<file path="config.mk">
export PLATFORM = sky130hd
export DESIGN_NAME = led_pattern_writer
export DESIGN_NICKNAME = d
export VERILOG_FILES = /design/src/rtl/led_pattern_writer.sv
export SDC_FILE = /design/constraint.sdc
export NUM_CORES = 1
export LEC_CHECK = 0
export BUFFER_PORTS_ARGS = -buffer_cell sky130_fd_sc_hd__buf_2
export CAP_MARGIN = 25
export CORE_UTILIZATION = 51
export DETAILED_ROUTE_END_ITERATION = 16
export MAX_ROUTING_LAYER = met4
export PLACE_DENSITY = 0.77
export SETUP_SLACK_MARGIN = 0.5
export SKIP_CTS_REPAIR_TIMING = 1
export SLEW_MARGIN = 20
export SYNTH_ARGS = -nofsm -noshare
export SYNTH_HDL_FRONTEND = slang
export SYNTH_SLANG_ARGS = --single-unit
</file>
<file path="constraint.sdc">
create_clock -name clk -period 2.15 [get_ports clk]
set_input_delay 0.215 -clock clk [delete_from_list [all_inputs] [get_ports clk]]
set_output_delay 0.215 -clock clk [all_outputs]
set_load 0.005 [all_outputs]
</file>
<file path="src/rtl/led_pattern_writer.sv">
// Walks the pattern memory from 0 to DEPTH-1 and emits one LED pattern word per address on a valid/ready write port.
// Optional LED_PATTERN_BOUNCE_EN: LEDs ping-pong (0,1,2,3,2,1) instead of rotating; that build needs ADDR_W >= 3.
module led_pattern_writer #(
  parameter int ADDR_W     = 12,
  parameter int DEPTH      = 4096,
  parameter int STEP_SHIFT = 0
) (
  input  logic              clk,
  input  logic              rst_n,
  input  logic              start,
  input  logic              abort,
  output logic              busy,
  output logic              done,
  output logic              wr_valid,
  input  logic              wr_ready,
  output logic [ADDR_W-1:0] wr_addr,
  output logic [7:0]        wr_data
);

  typedef enum logic [1:0] {IDLE, FILL, DONE} state_e;

  localparam logic [ADDR_W-1:0] LastAddr = ADDR_W'(DEPTH - 1);

  state_e            state_q;
  logic [ADDR_W-1:0] addr_q;
  logic [ADDR_W-1:0] addr_d;
  logic [7:0]        data_q;
  logic              valid_q;
  logic              busy_q;
  logic              done_q;

  // High nibble walks right while the low nibble walks left, so they mirror each other.
  function automatic logic [7:0] patternFor(input logic [ADDR_W-1:0] a);
    logic [ADDR_W-1:0] s;
    logic [1:0]        p;
`ifdef LED_PATTERN_BOUNCE_EN
    logic [ADDR_W-1:0] r;
`endif
    s = a >> STEP_SHIFT;
`ifdef LED_PATTERN_BOUNCE_EN
    r = s % ADDR_W'(6);
    p = (r < ADDR_W'(4)) ? r[1:0] : 2'(ADDR_W'(6) - r);
`else
    p = s[1:0];
`endif
    patternFor = {4'b1000 >> p, 4'b0001 << p};
  endfunction

  assign addr_d = addr_q + ADDR_W'(1);

  // The last word is detected by comparing against LastAddr, so DEPTH = 2^ADDR_W never relies on wrap-around.
  always_ff @(posedge clk or negedge rst_n) begin
    if (!rst_n) begin
      state_q <= IDLE;
      addr_q  <= '0;
      data_q  <= 8'h00;
      valid_q <= 1'b0;
      busy_q  <= 1'b0;
      done_q  <= 1'b0;
    end else begin
      case (state_q)
        IDLE: begin
          if (start) begin
            state_q <= FILL;
            addr_q  <= '0;
            data_q  <= patternFor('0);
            valid_q <= 1'b1;
            busy_q  <= 1'b1;
            done_q  <= 1'b0;
          end
        end
        FILL: begin
          if (abort) begin
            state_q <= IDLE;
            valid_q <= 1'b0;
            busy_q  <= 1'b0;
            done_q  <= 1'b0;
          end else if (wr_ready) begin
            if (addr_q == LastAddr) begin
              state_q <= DONE;
              valid_q <= 1'b0;
              done_q  <= 1'b1;
            end else begin
              addr_q <= addr_d;
              data_q <= patternFor(addr_d);
            end
          end
        end
        DONE: begin
          state_q <= IDLE;
          valid_q <= 1'b0;
          busy_q  <= 1'b0;
          done_q  <= 1'b0;
        end
        default: begin
          state_q <= IDLE;
          valid_q <= 1'b0;
          busy_q  <= 1'b0;
          done_q  <= 1'b0;
        end
      endcase
    end
  end

  assign busy     = busy_q;
  assign done     = done_q;
  assign wr_valid = valid_q;
  assign wr_addr  = addr_q;
  assign wr_data  = data_q;

endmodule

</file>
### Word-level counts from Yosys, hierarchy flattened

Cells that the tools add are included.

| cells by class | value |
|---|---|
| mux-type cells | 27 |
| reductions and logical operators | 5 |
| shift operators | 2 |
| equality and inequality tests | 9 |
| $add $sub $neg | 1 |

Operators by type and width:

| cell | count |
|---|---|
| $mux W12 | 4 |
| $mux W8 | 4 |
| $pmux W12 S2 | 1 |
| $pmux W8 S2 | 1 |
| $add A12 B1 Y12 const B | 1 |
| $eq A12 B12 Y1 const B | 1 |
| $ne A2 B2 Y1 const B | 5 |
| $mux W1 | 9 |
| $mux W2 | 4 |
| $ne A3 B3 Y1 const B | 2 |
| $pmux W1 S2 | 3 |
| $reduce_and A5 Y1 | 1 |
| $pmux W2 S2 | 1 |
| $shl A1 B2 Y4 const A | 1 |
| $shr A4 B2 Y4 const A | 1 |
| $reduce_and A3 Y1 | 1 |
| $eq A2 B1 Y1 const B | 1 |
| $logic_not A2 Y1 | 1 |
| $reduce_and A2 Y1 | 1 |
| $reduce_bool A2 Y1 | 1 |

| storage, ports and cells | value |
|---|---|
| word-level logic and storage cells | 50 |
| bits in registers | 25 |
| output and inout port bits | 23 |

### Depth between registers and ports, before layout

| depth | value |
|---|---|
| depth in word-level cells | 6 |
| mapped depth | 6 |
| mapped depth without buffers | 5 |

### Worst setup path after synthesis

OpenSTA, ideal clock, no wires.

| timing | value |
|---|---|
| path type | reg2reg |
| from | register addr_q[0] (netlist: wr_addr[0]) |
| to | register addr_q[2] (netlist: wr_addr[2]) |
| setup slack | 502 ps |
| required time | 2019 ps |
| data arrival time | 1517 ps |
| period minus slack after synthesis | 1648 ps |
| cell stages (with the launch flop) | 7 |
| library setup time | 131 ps |
| buffers on the path | 1 |
| cell sequence | dfrtp_1 -> ha_1 -> and3_2 -> a31oi_4 -> buf_2 -> a21o_1 -> o211ai_1 |

| between the ends | value |
|---|---|
| longest elaborated chain between the ends | 5 |

Ends and longest elaborated chain:

| what | line | source |
|---|---|---|
| start, declared | 25 | `logic [ADDR_W-1:0] addr_q;` |
| start signal, assigned | 84 | `addr_q <= addr_d;` |
| $add A12 B1 Y12 | 49 | `assign addr_d = addr_q + ADDR_W'(1);` |
| $mux W12 | 79 | `if (addr_q == LastAddr) begin` |
| $mux W12 | 78 | `end else if (wr_ready) begin` |
| $mux W12 | 73 | `if (abort) begin` |
| $pmux W12 S2 | 61 | `case (state_q)` |

Several ways; a longest one is shown, not always the timed one. The select of a mux whose other input is x is not followed.
A chain may end at the register's enable or synchronous reset.

### Worst setup path after layout

| timing | value |
|---|---|
| from | register addr_q[1] (netlist: wr_addr[1]) |
| to | register addr_q[9] (netlist: wr_addr[9]) |

The elaborated chain is that of the path after synthesis.

==> flow_summary_export.csv <==
group,metric,value,unit
outcome,outcome,"finished, final reports clean",
power_and_ir_drop,switching_share,0.2884,
synth,synth_fp_nets,120,
sta,skew,0.003506,ns
sta,rsz0062_at_grt,"yes",
setup_path,setup.worst_path.class,"reg -> reg",
global_route,grt_usage,0.2131,
finish,num_antenna_cells,0,
sta,setup_viol,0,
placed_design,place_hpwl,1.599,mm
setup_path,worstSetupEndpointType,"flip-flop",
synth,yosysWarnings,0,
die,die_h,48.81,um
synth,synth-edff-count,0,
sta,post-route-min-period,1.650,ns
finish,seqCellArea,504.2,sq um
global_route,grt_start_max_net_pins,21,
power_and_ir_drop,p_per_area,608.6,mW/mm^2
setup_path,path_cells,"ha_4, and3_4, a31oi_4, nor2_4, a211o_1",
power_and_ir_drop,power_switching,0.0002440,W
sta,max-slew-margin-rel,0.6326,
setup_path,startpoint_type,"flip-flop",
die,core_area,0.002002,sq mm
synth,synthCells,111,
power_and_ir_drop,p_int,0.0006020,W
clocking,root_buffer,"clkbuf_4",
power_and_ir_drop,combPwrFrac,0.219,
finish,nets,154,
synth,synth_area,0.001117,sq mm
clocking,clk_latency,0.30,ns
placed_design,io_buffers,27,
clocking,clk_pin_slew,0.12,ns
die,rows,16,
routing,wl_per_cell,15.04,um
synth,ys.flop_type,"dfrtp_1",
synth,ys_seq_area_frac,0.4479,
finish,multi_input_area,573.1,sq um
power_and_ir_drop,power,0.0008460,W
sta,hold_viol_final,0,
setup_path,max_stage_delay,0.46,ns
setup_path,critPathRequiredTime,2.35,ns
synth,synth_seq_cells,20,
finish,area_growth,24.41,%
power_and_ir_drop,ir_drop,0.3443,mV
finish,final_common_cell,"buf_2",
sta,clock.fmax,606.2,MHz
routing,drt_iter0_drc,52,
flow_run,drv_cap,0,
routing,ant_nets,0,
clocking,cts.sinks,20,
setup_path,cp_max_fo,8,
global_route,grt-ovfl-total,0,
sta,finalCritPeriodShare,0.7673,
synth,ys_types,38,
global_route,grt_first_pass_wirelength,3.836,mm
die,die_w,48.81,um
routing,vias_per_cell,5.930,
die,start_util,0.5581,
power_and_ir_drop,seqPwrFrac,0.519,
sta,fin_hold_ws,0.2088,ns
synth,avgSynthCellArea,10.07,sq um
sta,tightest_slew,0.5437,ns
clocking,cts_tree,"done",
die,die_area,0.002382,sq mm
hold_path,hp-class,"in -> reg",
routing,via_count,1014,
power_and_ir_drop,clkPwrFrac,0.262,
finish,layout_common_cells,"buf_2, dfrtp_1, buf_4, nand2_1",
die,pin_count,28,
setup_path,slowest_stage,"dfrtp_2",
setup_path,arrival,1.85,ns
clocking,clockBufferDepth,2,
clocking,cts-buffers-inserted,3,
sta,drv_slew,0,
finish,n_fill_cell,176,
routing,drc,0,
clocking,htreeDepth,1,
global_route,grt_pass1_vias,800,
global_route,antenna_found_initial,0,
power_and_ir_drop,p_leak,0.6681,nW
finish,drive_gt1_frac,0.3889,
synth,async_reset_ff_frac,1.000,
routing,totalWireLength,2.571,mm
routing,firstDrtPassIters,4,
placed_design,place_congestion,0.8332,
sta,setup_tns,0,ns
==> Yosys cell counts (2+ instances only) <==
cell,n,share of area
a21oi_1,5,0.022
a22o_1,5,0.039
a31oi_1,7,0.039
a31oi_2,2,0.022
and3_1,3,0.017
and4_1,2,0.016
buf_2,3,0.013
buf_4,5,0.034
dfrtp_1,20,0.45
ha_1,4,0.045
inv_1,3,0.010
nand2_1,9,0.030
nand2b_1,3,0.017
nand3_1,4,0.018
nand4_1,2,0.011
nor2_1,7,0.024
nor3_1,3,0.013
o21ai_0,2,0.0090
o21ai_1,2,0.0090
xnor2_1,2,0.016
==> final cells by class <==
type,count,area share
multi-input cells,78,0.4122
flip-flops and latches,20,0.3627
repair buffers,39,0.1665
clock buffers,4,0.02610
well taps,27,0.02430
inverters,3,0.008101
==> critical path: cells and delay by family (launching register included) <==
kind,cells,cell delay [ns]
compound gates,2,0.60
fa+ha+maj,1,0.17
flops,1,0.46
simple gates,2,0.30
==> flip-flops by register name, indices dropped and copies added (netlist names) <==
register  cells
wr_addr      12
wr_data       4
state_q       2
busy          1
wr_valid      1
==> per-layer routing <==
layer	part of all wire	wire [um]	vias up	global-route usage
met3	0.068	176	6	0.02804
met1	0.43	1103	488	0.3012
li1	-	-	471	-
met5	0	0	-	-
met4	0.017	44	0	0.05882
met2	0.49	1247	49	0.3241
==> per-stage QoR <==
step,cells,setup slack (ns),utilization,instance area (sq um)
finish,171,0.5003,0.6944,1390
detailed placement,156,0.2419,0.6125,1226
floorplan,111,0.5015,-,1117
global route,171,0.4349,0.6944,1390
global placement,156,0.3097,0.6125,1226
CTS,160,0.2185,0.6306,1262
==> final timing paths <==
| path | from | to | slack [ns] | depth (start not counted) |
|---|---|---|---|---|
| max | wr_addr[1]$_DFFE_PN0P_ | wr_addr[9]$_DFFE_PN0P_ | 0.50 | 5 |
| min | start | state_q[0]$_DFFE_PN0P_ | 0.21 | 3 |
| max reg2reg | wr_addr[1]$_DFFE_PN0P_ | wr_addr[9]$_DFFE_PN0P_ | 0.50 | 5 |
| min reg2reg | wr_data[6]$_DFFE_PN0P_ | wr_data[6]$_DFFE_PN0P_ | 0.53 | 1 |
| max in group asynchronous | rst_n | wr_addr[1]$_DFFE_PN0P_ | 1.44 | 2 |
| min in group asynchronous | rst_n | busy$_DFFE_PN0P_ | 0.38 | 2 |
==> kinds of logic after synthesis <==
logic type / count (synthesis) / synth area share
xor+xnor: 2 / 0.01568
flops: 20 / 0.4479
compound gates: 29 / 0.1960
mux: 2 / 0.01904
fa+ha+maj: 4 / 0.04479
buf+inv: 13 / 0.07054
simple gates: 41 / 0.2061
==> power groups by stage <==
stage	combinational, W	clock, W	sequential [W]
2_1_floorplan	0.0000937	0	0.000441
5_1_grt	0.000203	0.000240	0.000445
4_1_cts	0.000138	0.000224	0.000439
6_report	0.000186	0.000221	0.000439
3_3_place_gp	0.000134	0	0.000444
3_5_place_dp	0.000137	0	0.000446
No activity file was read; power rests on OpenSTA's default activity.
